<file path="src/rtl/mask_row_serializer.sv">
// Buffers parallel exposure-mask rows and serializes each onto a laneWidth-bit valid/ready bus.
// Build option: define MASK_ROW_PARITY_EN to append one parity beat per row.
module mask_row_serializer #(
  parameter int unsigned maxImageSensorCols = 64,
  parameter int unsigned laneWidth          = 8,
  parameter int unsigned FIFO_DEPTH         = 2
) (
  input  logic                          clk,
  input  logic                          rst_n,
  input  logic                          clk_en,
  input  logic [1:0]                    imageSensorResolution,
  input  logic [maxImageSensorCols-1:0] mg_mask,
  input  logic                          rp_valid,
  output logic                          ms_ready,
  output logic                          ms_overflow,
  output logic [laneWidth-1:0]          sensor_data,
  output logic                          sensor_valid,
  input  logic                          sensor_ready,
  output logic                          sensor_row_start,
  output logic                          sensor_frame_start,
  output logic [5:0]                    sensor_row_addr,
  output logic                          sensor_latch,
  output logic                          sensor_parity
);

  localparam int unsigned COLS   = maxImageSensorCols;
  localparam int unsigned LW     = laneWidth;
  localparam int unsigned PTR_W  = (FIFO_DEPTH > 1) ? $clog2(FIFO_DEPTH) : 1;
  localparam int unsigned CNT_W  = $clog2(FIFO_DEPTH + 1);
  localparam int unsigned BEAT_W = 7;
  localparam int unsigned ROW_W  = 6;

  typedef enum logic [2:0] {
    S_IDLE,
    S_LOAD,
    S_SHIFT,
    S_LATCH
`ifdef MASK_ROW_PARITY_EN
    , S_PARITY
`endif
  } state_e;

  state_e            state_q, state_d;
  logic [COLS-1:0]   mem_q [FIFO_DEPTH];
  logic [PTR_W-1:0]  wr_ptr_q, rd_ptr_q;
  logic [CNT_W-1:0]  cnt_q;
  logic [COLS-1:0]   shreg_q, shreg_d;
  logic [BEAT_W-1:0] beat_q, beat_d;
  logic [ROW_W-1:0]  row_q, row_d;
  logic [1:0]        res_q, res_d;
  logic              ovf_q;
  logic              valid_q, row_start_q, frame_start_q, latch_q;
  logic              valid_d, row_start_d, frame_start_d, latch_d;
`ifdef MASK_ROW_PARITY_EN
  logic              par_q, par_d;
  logic              par_flag_q, par_flag_d;
`endif

  logic              push_c, pop_c, full_c, empty_c;
  logic [1:0]        load_res_c;
  logic [6:0]        act_cols_c, load_cols_c;
  logic [BEAT_W-1:0] last_beat_c;
  logic [ROW_W-1:0]  last_row_c;
  logic [COLS-1:0]   col_mask_c, head_masked_c;

  function automatic logic [PTR_W-1:0] ptr_inc(input logic [PTR_W-1:0] p);
    return (p == PTR_W'(FIFO_DEPTH - 1)) ? '0 : p + PTR_W'(1);
  endfunction

  // Row FIFO handshake; a pop frees a slot in the same cycle
  assign full_c   = (cnt_q == CNT_W'(FIFO_DEPTH));
  assign empty_c  = (cnt_q == '0);
  assign pop_c    = clk_en && (state_q == S_LOAD);
  assign ms_ready = !full_c || pop_c;
  assign push_c   = clk_en && rp_valid && ms_ready;

  // Frame geometry: active frame from res_q, row being loaded may resample at row 0
  assign act_cols_c    = {3'(res_q) + 3'd1, 4'b0000};
  assign last_beat_c   = BEAT_W'(act_cols_c / 7'(LW)) - BEAT_W'(1);
  assign last_row_c    = ROW_W'(act_cols_c - 7'd1);
  assign load_res_c    = (row_q == '0) ? imageSensorResolution : res_q;
  assign load_cols_c   = {3'(load_res_c) + 3'd1, 4'b0000};
  assign head_masked_c = mem_q[rd_ptr_q] & col_mask_c;

  always_comb begin : col_mask_gen
    col_mask_c = '0;
    for (int unsigned i = 0; i < COLS; i++) begin
      col_mask_c[i] = (i < 32'(load_cols_c));
    end
  end

  always_ff @(posedge clk) begin : fifo_mem
    if (push_c) mem_q[wr_ptr_q] <= mg_mask;
  end

  always_ff @(posedge clk or negedge rst_n) begin : fifo_ctrl
    if (!rst_n) begin
      wr_ptr_q <= '0;
      rd_ptr_q <= '0;
      cnt_q    <= '0;
      ovf_q    <= 1'b0;
    end else if (clk_en) begin
      if (push_c) wr_ptr_q <= ptr_inc(wr_ptr_q);
      if (pop_c) rd_ptr_q <= ptr_inc(rd_ptr_q);
      cnt_q <= cnt_q + CNT_W'(push_c) - CNT_W'(pop_c);
      if (rp_valid && !ms_ready) ovf_q <= 1'b1;
    end
  end

  always_comb begin : fsm_next
    state_d = state_q;
    beat_d  = beat_q;
    row_d   = row_q;
    res_d   = res_q;
    shreg_d = shreg_q;
`ifdef MASK_ROW_PARITY_EN
    par_d   = par_q;
`endif
    unique case (state_q)
      S_IDLE: if (!empty_c) state_d = S_LOAD;
      S_LOAD: begin
        if (row_q == '0) res_d = imageSensorResolution;
        shreg_d = head_masked_c;
`ifdef MASK_ROW_PARITY_EN
        par_d   = ^head_masked_c;
`endif
        beat_d  = '0;
        state_d = S_SHIFT;
      end
      S_SHIFT: begin
        if (sensor_ready) begin
          // Inactive columns were masked at load, so shifting empties the register
          shreg_d = shreg_q >> LW;
          beat_d  = beat_q + BEAT_W'(1);
          if (beat_q == last_beat_c) begin
`ifdef MASK_ROW_PARITY_EN
            shreg_d = COLS'(par_q);
            state_d = S_PARITY;
`else
            state_d = S_LATCH;
`endif
          end
        end
      end
`ifdef MASK_ROW_PARITY_EN
      S_PARITY: begin
        if (sensor_ready) begin
          shreg_d = '0;
          state_d = S_LATCH;
        end
      end
`endif
      S_LATCH: begin
        row_d   = (row_q == last_row_c) ? '0 : row_q + ROW_W'(1);
        state_d = empty_c ? S_IDLE : S_LOAD;
      end
      default: state_d = S_IDLE;
    endcase

    valid_d       = (state_d == S_SHIFT);
`ifdef MASK_ROW_PARITY_EN
    valid_d       = valid_d || (state_d == S_PARITY);
    par_flag_d    = (state_d == S_PARITY);
`endif
    row_start_d   = (state_d == S_SHIFT) && (beat_d == '0);
    frame_start_d = row_start_d && (row_d == '0);
    latch_d       = (state_d == S_LATCH);
  end

  always_ff @(posedge clk or negedge rst_n) begin : fsm_regs
    if (!rst_n) begin
      state_q       <= S_IDLE;
      beat_q        <= '0;
      row_q         <= '0;
      res_q         <= '0;
      shreg_q       <= '0;
      valid_q       <= 1'b0;
      row_start_q   <= 1'b0;
      frame_start_q <= 1'b0;
      latch_q       <= 1'b0;
`ifdef MASK_ROW_PARITY_EN
      par_q         <= 1'b0;
      par_flag_q    <= 1'b0;
`endif
    end else if (clk_en) begin
      state_q       <= state_d;
      beat_q        <= beat_d;
      row_q         <= row_d;
      res_q         <= res_d;
      shreg_q       <= shreg_d;
      valid_q       <= valid_d;
      row_start_q   <= row_start_d;
      frame_start_q <= frame_start_d;
      latch_q       <= latch_d;
`ifdef MASK_ROW_PARITY_EN
      par_q         <= par_d;
      par_flag_q    <= par_flag_d;
`endif
    end
  end

  assign ms_overflow        = ovf_q;
  assign sensor_data        = shreg_q[LW-1:0];
  assign sensor_valid       = valid_q;
  assign sensor_row_start   = row_start_q;
  assign sensor_frame_start = frame_start_q;
  assign sensor_row_addr    = row_q;
  assign sensor_latch       = latch_q;
`ifdef MASK_ROW_PARITY_EN
  assign sensor_parity      = par_flag_q;
`else
  assign sensor_parity      = 1'b0;
`endif

endmodule

</file>
<file path="config.mk">
export PLATFORM = sky130hd
export DESIGN_NAME = mask_row_serializer
export DESIGN_NICKNAME = d
export VERILOG_FILES = /design/src/rtl/mask_row_serializer.sv
export SDC_FILE = /design/constraint.sdc
export NUM_CORES = 1
export LEC_CHECK = 0
export CORE_ASPECT_RATIO = 1.5
export CORE_MARGIN = 2
export CORE_UTILIZATION = 45
export CTS_CLUSTER_DIAMETER = 50
export CTS_CLUSTER_SIZE = 20
export DETAILED_ROUTE_END_ITERATION = 6
export PLACE_DENSITY = 0.76
export SLEW_MARGIN = 5
export SYNTH_ARGS = -nofsm -noshare
export SYNTH_HDL_FRONTEND = slang
export SYNTH_SLANG_ARGS = --single-unit
</file>
<file path="constraint.sdc">
create_clock -name clk -period 5.8 [get_ports clk]
set_input_delay 1.16 -clock clk [delete_from_list [all_inputs] [get_ports clk]]
set_output_delay 1.16 -clock clk [all_outputs]
set_load 0.005 [all_outputs]
</file>
==> results of run 1 <==
[cells in the final DEF (no fill, tap or decap), types with 3 or more instances in the layout]
cell / synthesis / routed
nand3_1: 6 / 6
and2_1: 3 / 3
a211oi_1: 4 / 4
mux2i_1: 34 / 34
a22oi_1: 23 / 23
dfrtp_1: 91 / 90
nand2b_1: 5 / 5
inv_1: 12 / 12
a22oi_2: 10 / 10
a21oi_1: 8 / 8
clkinv_8: 0 / 3
buf_4: 10 / 11
clkdlybuf4s50_1: 0 / 89
o22ai_1: 4 / 4
nor2_4: 0 / 3
clkbuf_16: 0 / 21
o21ai_0: 87 / 86
mux2_2: 35 / 35
nand4_1: 4 / 4
a2bb2oi_1: 8 / 8
o21ai_1: 13 / 13
nor3_1: 7 / 7
and3_1: 4 / 4
ha_1: 8 / 8
xor2_1: 4 / 4
xnor2_1: 9 / 9
edfxtp_1: 128 / 128
nor2_1: 19 / 16
nor2b_1: 6 / 6
or4_1: 3 / 3
nand2_1: 94 / 94
[power by group]
group	switching, mW	internal (mW)
clock	0.584	0.678
combinational	0.897	0.744
sequential	0.324	2.02
[registers in the layout (all words and copies together), names as in the netlist]
register,flops
sensor_latch,1
state_q,3
res_q,2
mem_q,128
sensor_valid,1
shreg_q,64
cnt_q,2
sensor_frame_start,1
wr_ptr_q,1
beat_q,7
rd_ptr_q,1
sensor_row_addr,6
sensor_row_start,1
ms_overflow,1
[worst paths after layout]
kind                                      end  depth (start not counted)
max                                  ms_ready                          6
min                                shreg_q[1]                          2
max reg2reg                      mem_q[0][21]                          6
min reg2reg                        shreg_q[1]                          2
max in group asynchronous            res_q[1]                          2
min in group asynchronous  sensor_row_addr[2]                          1
[synth_stat cells (4+ instances only)]
cell type	n	area share
nand2b_1	5	0.0034
and3_1	4	0.0027
dfrtp_1	91	0.24
nand3_1	6	0.0032
buf_1	5	0.0020
o22ai_1	4	0.0027
mux2_2	35	0.042
clkbuf_1	23	0.0092
a21oi_1	8	0.0043
nand4_1	4	0.0027
ha_1	8	0.011
a22oi_2	10	0.013
a22oi_1	23	0.018
mux2i_1	34	0.036
xor2_1	4	0.0038
buf_2	14	0.0075
edfxtp_1	128	0.41
nor3_1	7	0.0038
nor2_1	19	0.0076
buf_4	10	0.0080
a2bb2oi_1	8	0.0075
o21ai_1	13	0.0070
a211oi_1	4	0.0032
o21ai_0	87	0.047
inv_1	12	0.0048
nor2b_1	6	0.0040
nand2_1	94	0.038
xnor2_1	9	0.0084
[layout make-up]
class	count	area share
clock inverter	9	0.00885
multi-input combinational	435	0.265
inverter	12	0.00409
tap	264	0.0300
sequential	219	0.555
clock buffer	23	0.0483
timing repair buffer	100	0.0883
[logic make-up after synthesis]
kind of cell,after synthesis
buffers and inverters,67
adders and majority gates,8
and+or+nand+nor,169
AOI/OAI and AO/OA,175
xor gates and xnor gates,13
DFF,219
muxes,69
other,1
[worst max-delay path: stages]
cell,delay [ns]
clkdlybuf4s50_1,0.39
buf_4,0.22
nor2b_1,0.18
and2_1,0.21
or3b_2,0.50
clkdlybuf4s50_1,0.46
[per-stage QoR]
stage	cell area (um^2)	hold slack, ns	cells
6_report	11000	0.480	1062
5_1_grt	11000	0.517	1062
4_1_cts	11000	0.487	1062
3_5_place_dp	10400	0.470	1030
3_3_place_gp	10400	0.455	1030
2_1_floorplan	9330	0.445	721
[metal layers]
metal | vias to the layer above | track usage | part of all wire
met2 | 117 | 0.311 | 0.54
li1 | 2766 | - | -
met4 | 0 | 0.0524 | 0.025
met1 | 2851 | 0.211 | 0.40
met3 | 29 | 0.0228 | 0.035
met5 | - | 0 | 0
==> run summary, run 1 <==
Hold-fix buffers, CTS = 0
Yosys cell types = 61
Core Rows = 64
via/cell ratio = 5.43
setup violators final = 0
Die Ht = 180 um
Total Neg Setup Slack = 0 ns
synthesized instance count = 721
CP Max Fanout = 27
antenna violations before repair = 0
detailed-route DRC error count = 0
largest family of logic cells by synthesized area = compound AO/OA/AOI/OAI gates
Routed WL = 19,000 um
port bufs = 90
register area = 6120 um^2
flop-to-flop setup slack = 2.59 ns
worst vdd ir = 0.273 mV
Clock Latency Late Sink = 0.49 ns
Post-synth top flop = edfxtp_1
Multi-input gate area = 2920 um^2
FMAX = 233 MHz
die area = 21,900 um^2
grt ovf = 0
post-synthesis register bit count = 219
CTS H-tree lvls = 1
WS Path Type = in -> out
CTS Sinks = 219
clock slew at reported path FFs = 0.07 ns
simple logic cell fraction of the synthesized area = 0.0867
IO Pins = 92
vias after detailed routing = 5,763
GP Congestion = 0.866
post_cts resized = 0
# nets final = 865
GRT Overall Usage = 0.172
area growth from synthesis to layout = 18.1%
measured slew at the worst slew-check pin = 1.16 ns
status = completed
minimum clock period = 4.30 ns
fraction of registers with async set/reset = 0.416
Synth Area in Adders = 0.0107
Synth Area in Compound Gates = 0.121
Final ANT Viol Nets = 0
vias in the first global route = 5,714
Setup crit start = clk_en
width of the die = 122 um
postcts setup bufs = 0
crit path capture type = output pin
Slew Viols, Final = 0
largest net degree at the start of global routing = 121
core area = 20,300 um^2
Startpoint Class = primary input
number of synthesized flops with an enable pin = 128
Synth Area in XOR/XNOR = 0.0122
mean area per synthesized cell = 12.9 um^2
Max-slew headroom = 0.225
Hold Path Class = reg -> reg
unrepaired setup endpoints after global routing = no
CTS tree = done
Starting Density = 0.459
critical path arrival = 3.14 ns
share of layout cells above drive strength 1 = 0.124
# fillers = 1,705
Final Total Pwr = 5.25 mW
total CTS buffers = 18
leak pwr = 4.18 nW
ant diodes = 0
Worst R2R Start = state_q[0]
multiplexer share of the synthesized area = 0.0787
drt wl/cell = 17.9 um
worst setup margin = 1.50 ns
Final Cycle Share = 0.741
clock skew = 0.0149 ns
Pre-Repair DR Iteration Count = 4
Worst Path Required = 4.64 ns
Max-cap violations = 0
Final Hold Violating Endpoints = 0
clock tree buffer depth = 3
pre-CTS WS = 1.52 ns
dpl hpwl = 12,400 um
pwr dens = 476 nW/um^2
Util after Layout = 0.542
Hold Startpoint = shreg_q[1]
Syn Std Cell Area = 9330 um^2
Synth Net Count = 800
Clock Tree Root = clkbuf_16
initial drt markers = 395
first-pass GRT wire length = 29,900 um
Seq/Total Area, Yosys = 0.656
Yosys warnings = 0
Power figures use the tool's default switching activity.
==> run 2: changes to the inputs <==
- PLACE_DENSITY: 0.76 -> 0.79
- clock period: 5.8 -> 3.7 ns (I/O delays scaled with it)
==> run summary, run 2 (synthesis results as in run 1) <==
Slew Viols, Final = 0
# nets final = 867
CTS tree = done
Worst R2R Start = state_q[2]
minimum clock period = 3.22 ns
Multi-input gate area = 2920 um^2
R2R Path End = mem_q[0][55]
Largest regs = mem_q (128), shreg_q (64), beat_q (7)
port bufs = 90
Max-cap violations = 0
vias in the first global route = 5,700
share of layout cells above drive strength 1 = 0.123
largest net degree at the start of global routing = 121
Final Cycle Share = 0.871
register area = 6120 um^2
Core Rows = 64
max FFs per register = 128
first-pass GRT wire length = 29,500 um
hold slack = 0.317 ns
GP Congestion = 0.811
status = completed
Hold Path Class = in -> async
ant diodes = 0
initial drt markers = 343
Clock Latency Late Sink = 0.48 ns
core area = 20,300 um^2
drt wl/cell = 17.6 um
width of the die = 122 um
Routed WL = 18,700 um
worst vdd ir = 0.398 mV
postcts setup bufs = 0
FMAX = 310 MHz
Clock Tree Root = clkbuf_16
vias after detailed routing = 5,705
via/cell ratio = 5.37
Max-slew headroom = 0.297
unrepaired setup endpoints after global routing = no
die area = 21,900 um^2
detailed-route DRC error count = 0
setup violators final = 0
register name with the most flops = mem_q
reg2reg path depth = 6
flop-to-flop setup slack = 0.94 ns
Final ANT Viol Nets = 0
CTS H-tree lvls = 1
area growth from synthesis to layout = 17.6%
total CTS buffers = 17
IO Pins = 92
GRT Overall Usage = 0.171
Pre-Repair DR Iteration Count = 5
grt ovf = 0
dpl hpwl = 12,300 um
Final Hold Violating Endpoints = 0
Die Ht = 180 um
pwr dens = 733 nW/um^2
commonest non-fill, non-tap cell in the layout = edfxtp_1
CP Max Fanout = 4
most frequent cells in the layout = 128 x edfxtp_1, 94 x nand2_1, 90 x dfrtp_1
critical path arrival = 2.48 ns
antenna violations before repair = 0
Worst Path Required = 2.96 ns
crit path capture type = output pin
leak pwr = 4.15 nW
worst setup margin = 0.478 ns
# fillers = 1,724
clock slew at reported path FFs = 0.07 ns
WS Path Type = in -> out
CTS Sinks = 219
Startpoint Class = primary input
measured slew at the worst slew-check pin = 1.05 ns
Hold-fix buffers, CTS = 0
Starting Density = 0.459
post_cts resized = 0
Total Neg Setup Slack = 0 ns
clock skew = 0.0149 ns
pre-CTS WS = 0.307 ns
clock tree buffer depth = 3
==> run 2: area by class of cell <==
class	instances	share of cell area
multi-input cells	435	0.266
well taps	264	0.0301
repair buffers	103	0.0930
clock buffers	22	0.0414
clock inverters	7	0.00707
inverters	12	0.00410
flip-flops and latches	219	0.558
==> run 2: worst max-delay path by stage <==
stage / slack [ns] / from / end
after global placement: 0.41 / clk_en / mem_q[0][51]
final: 0.48 / clk_en / ms_ready
after detailed placement: 0.31 / clk_en / mem_q[1][46]
after global routing: 0.39 / clk_en / ms_ready
after floorplan: -0.08 / clk_en / mem_q[0][0]
after CTS: 0.46 / clk_en / ms_ready
==> run 2: per-stage QoR <==
stage	area (um^2)	utilization	std cells	power [mW]
finish	11000	0.540	1062	8.04
global placement	10400	0.513	1033	6.25
CTS	11000	0.540	1062	8.13
detailed placement	10400	0.513	1033	6.35
global route	11000	0.540	1062	8.59
floorplan	9340	-	721	5.53
==> run 2: metal layers <==
metal | global-route usage | routed length (um)
met1 | 0.207 | 7410
met2 | 0.306 | 9980
met3 | 0.0256 | 726
met4 | 0.0630 | 582
met5 | 0 | 0
==> run 2: power breakdown <==
| part | internal [mW] | switching [mW] |
|---|---|---|
| combinational | 1.19 | 1.47 |
| sequential | 3.17 | 0.423 |
| clock | 0.904 | 0.875 |
==> run 2: critical path, cell delays in order <==
cell             delay (ns)
clkdlybuf4s50_1        0.42
nor2b_1                0.16
and2_1                 0.21
or3b_2                 0.48
clkdlybuf4s50_1        0.47
==> run 3: changes to the inputs <==
==> constraint.sdc (replaced) <==
create_clock -name clk -period 3.7 [get_ports clk]
set_input_delay 0.925 -clock clk [delete_from_list [all_inputs] [get_ports clk]]
set_output_delay 0.925 -clock clk [all_outputs]
set_load 0.005 [all_outputs]
==> run summary, run 3 (synthesis results as in run 1) <==
antenna violations before repair = 0
Core Rows = 64
WS Path Type = in -> out
IO Pins = 92
status = completed
Clock Latency Late Sink = 0.49 ns
Routed WL = 18,900 um
die area = 21,900 um^2
clock tree buffer depth = 3
Slew Viols, Final = 0
max FFs per register = 128
initial drt markers = 414
clock power share = 0.225
pwr dens = 739 nW/um^2
core area = 20,300 um^2
CTS tree = done
Final Hold Violating Endpoints = 0
detailed-route DRC error count = 0
setup violators final = 0
GP Congestion = 0.883
unrepaired setup endpoints after global routing = no
vias after detailed routing = 5,705
Switching Fraction = 0.342
Largest regs = mem_q (128), shreg_q (64), beat_q (7)
register name with the most flops = mem_q
clock skew = 0.0178 ns
commonest non-fill, non-tap cell in the layout = edfxtp_1
Startpoint Class = primary input
post-route cell area = 11,100 um^2
largest net degree at the start of global routing = 121
Pre-Repair DR Iteration Count = 5
share of layout cells above drive strength 1 = 0.131
Final ANT Viol Nets = 0
GRT Overall Usage = 0.177
Hold Path Class = reg -> reg
NetSw = 2.79 mW
vias in the first global route = 5,778
Final Cycle Share = 0.951
crit path capture type = output pin
grt ovf = 0
post_cts resized = 0
drt wl/cell = 17.7 um
Worst Path Required = 2.77 ns
Hold-fix buffers, CTS = 0
most frequent cells in the layout = 128 x edfxtp_1, 94 x nand2_1, 90 x dfrtp_1
via/cell ratio = 5.35
Max-slew headroom = 0.439
sequential power share = 0.439
Clock Tree Root = clkbuf_16
clock slew at reported path FFs = 0.07 ns
port bufs = 90
# nets final = 871
total CTS buffers = 17
Die Ht = 180 um
postcts setup bufs = 0
measured slew at the worst slew-check pin = 0.840 ns
Logic pwr share = 0.336
critical path arrival = 2.59 ns
CTS Sinks = 219
first-pass GRT wire length = 30,400 um
width of the die = 122 um
area growth from synthesis to layout = 18.5%
dpl hpwl = 13,000 um
CTS H-tree lvls = 1
Final Total Pwr = 8.17 mW
Max-cap violations = 0
leak pwr = 4.20 nW
Placed Area = 10,500 um^2
ant diodes = 0
Pint = 5.38 mW
CP Max Fanout = 3
worst vdd ir = 0.445 mV
# fillers = 1,709
minimum clock period = 3.52 ns
FMAX = 284 MHz
Starting Density = 0.459
==> run 3: final timing paths <==
path	from	to	slack, ns	cells past startpoint
max in group asynchronous	rst_n	shreg_q[12]	2.44	2
worst max-delay path	clk_en	ms_ready	0.18	5
worst max register to register	sensor_row_addr[0]	shreg_q[21]	1.10	7
min in group asynchronous	rst_n	sensor_row_addr[1]	0.50	1
worst min-delay path	shreg_q[15]	shreg_q[15]	0.48	2
worst min register to register	shreg_q[15]	shreg_q[15]	0.48	2
==> run 3: worst max-delay path: stages <==
cell and delay [ns]:
clkdlybuf4s50_1 0.42, nor2b_1 0.15, and2_1 0.15, or3b_2 0.47
clkdlybuf4s50_1 0.47
==> run 3: power by group through the flow <==
| stage | clock network (mW) | registers, mW | logic (mW) |
|---|---|---|---|
| after floorplan | 0 | 3.44 | 2.08 |
| after global placement | 0 | 3.62 | 2.69 |
| after detailed placement | 0 | 3.64 | 2.76 |
| after CTS | 1.89 | 3.59 | 2.77 |
| after global routing | 1.99 | 3.66 | 3.05 |
| final | 1.84 | 3.58 | 2.74 |
==> run 3: area by class of cell <==
| type | count | area [um^2] | share of cell area |
|---|---|---|---|
| repair buffers | 107 | 1080 | 0.0973 |
| multi-input cells | 435 | 2920 | 0.264 |
| flip-flops and latches | 219 | 6120 | 0.554 |
| clock inverters | 9 | 103 | 0.00928 |
| well taps | 264 | 330 | 0.0299 |
| inverters | 12 | 45.0 | 0.00407 |
| clock buffers | 21 | 460 | 0.0416 |
==> run 3: per-layer routing <==
| layer | track usage | vias to the layer above | wire [um] |
|---|---|---|---|
| met1 | 0.204 | 2788 | 7090 |
| met5 | 0 | - | 0 |
| met4 | 0.0611 | 0 | 543 |
| met2 | 0.335 | 110 | 10700 |
| li1 | - | 2776 | - |
| met3 | 0.0177 | 31 | 530 |
==> run 3: metrics by stage <==
stage	utilization	std cells	hold WS [ns]	TNS, ns	worst slack, ns
finish	0.544	1067	0.484	0	0.182
global route	0.544	1067	0.520	0	0.126
CTS	0.544	1067	0.485	0	0.177
detailed placement	0.516	1037	0.469	0	0.0693
global placement	0.516	1037	0.457	0	0.199
floorplan	-	721	0.445	-34.49	-0.270
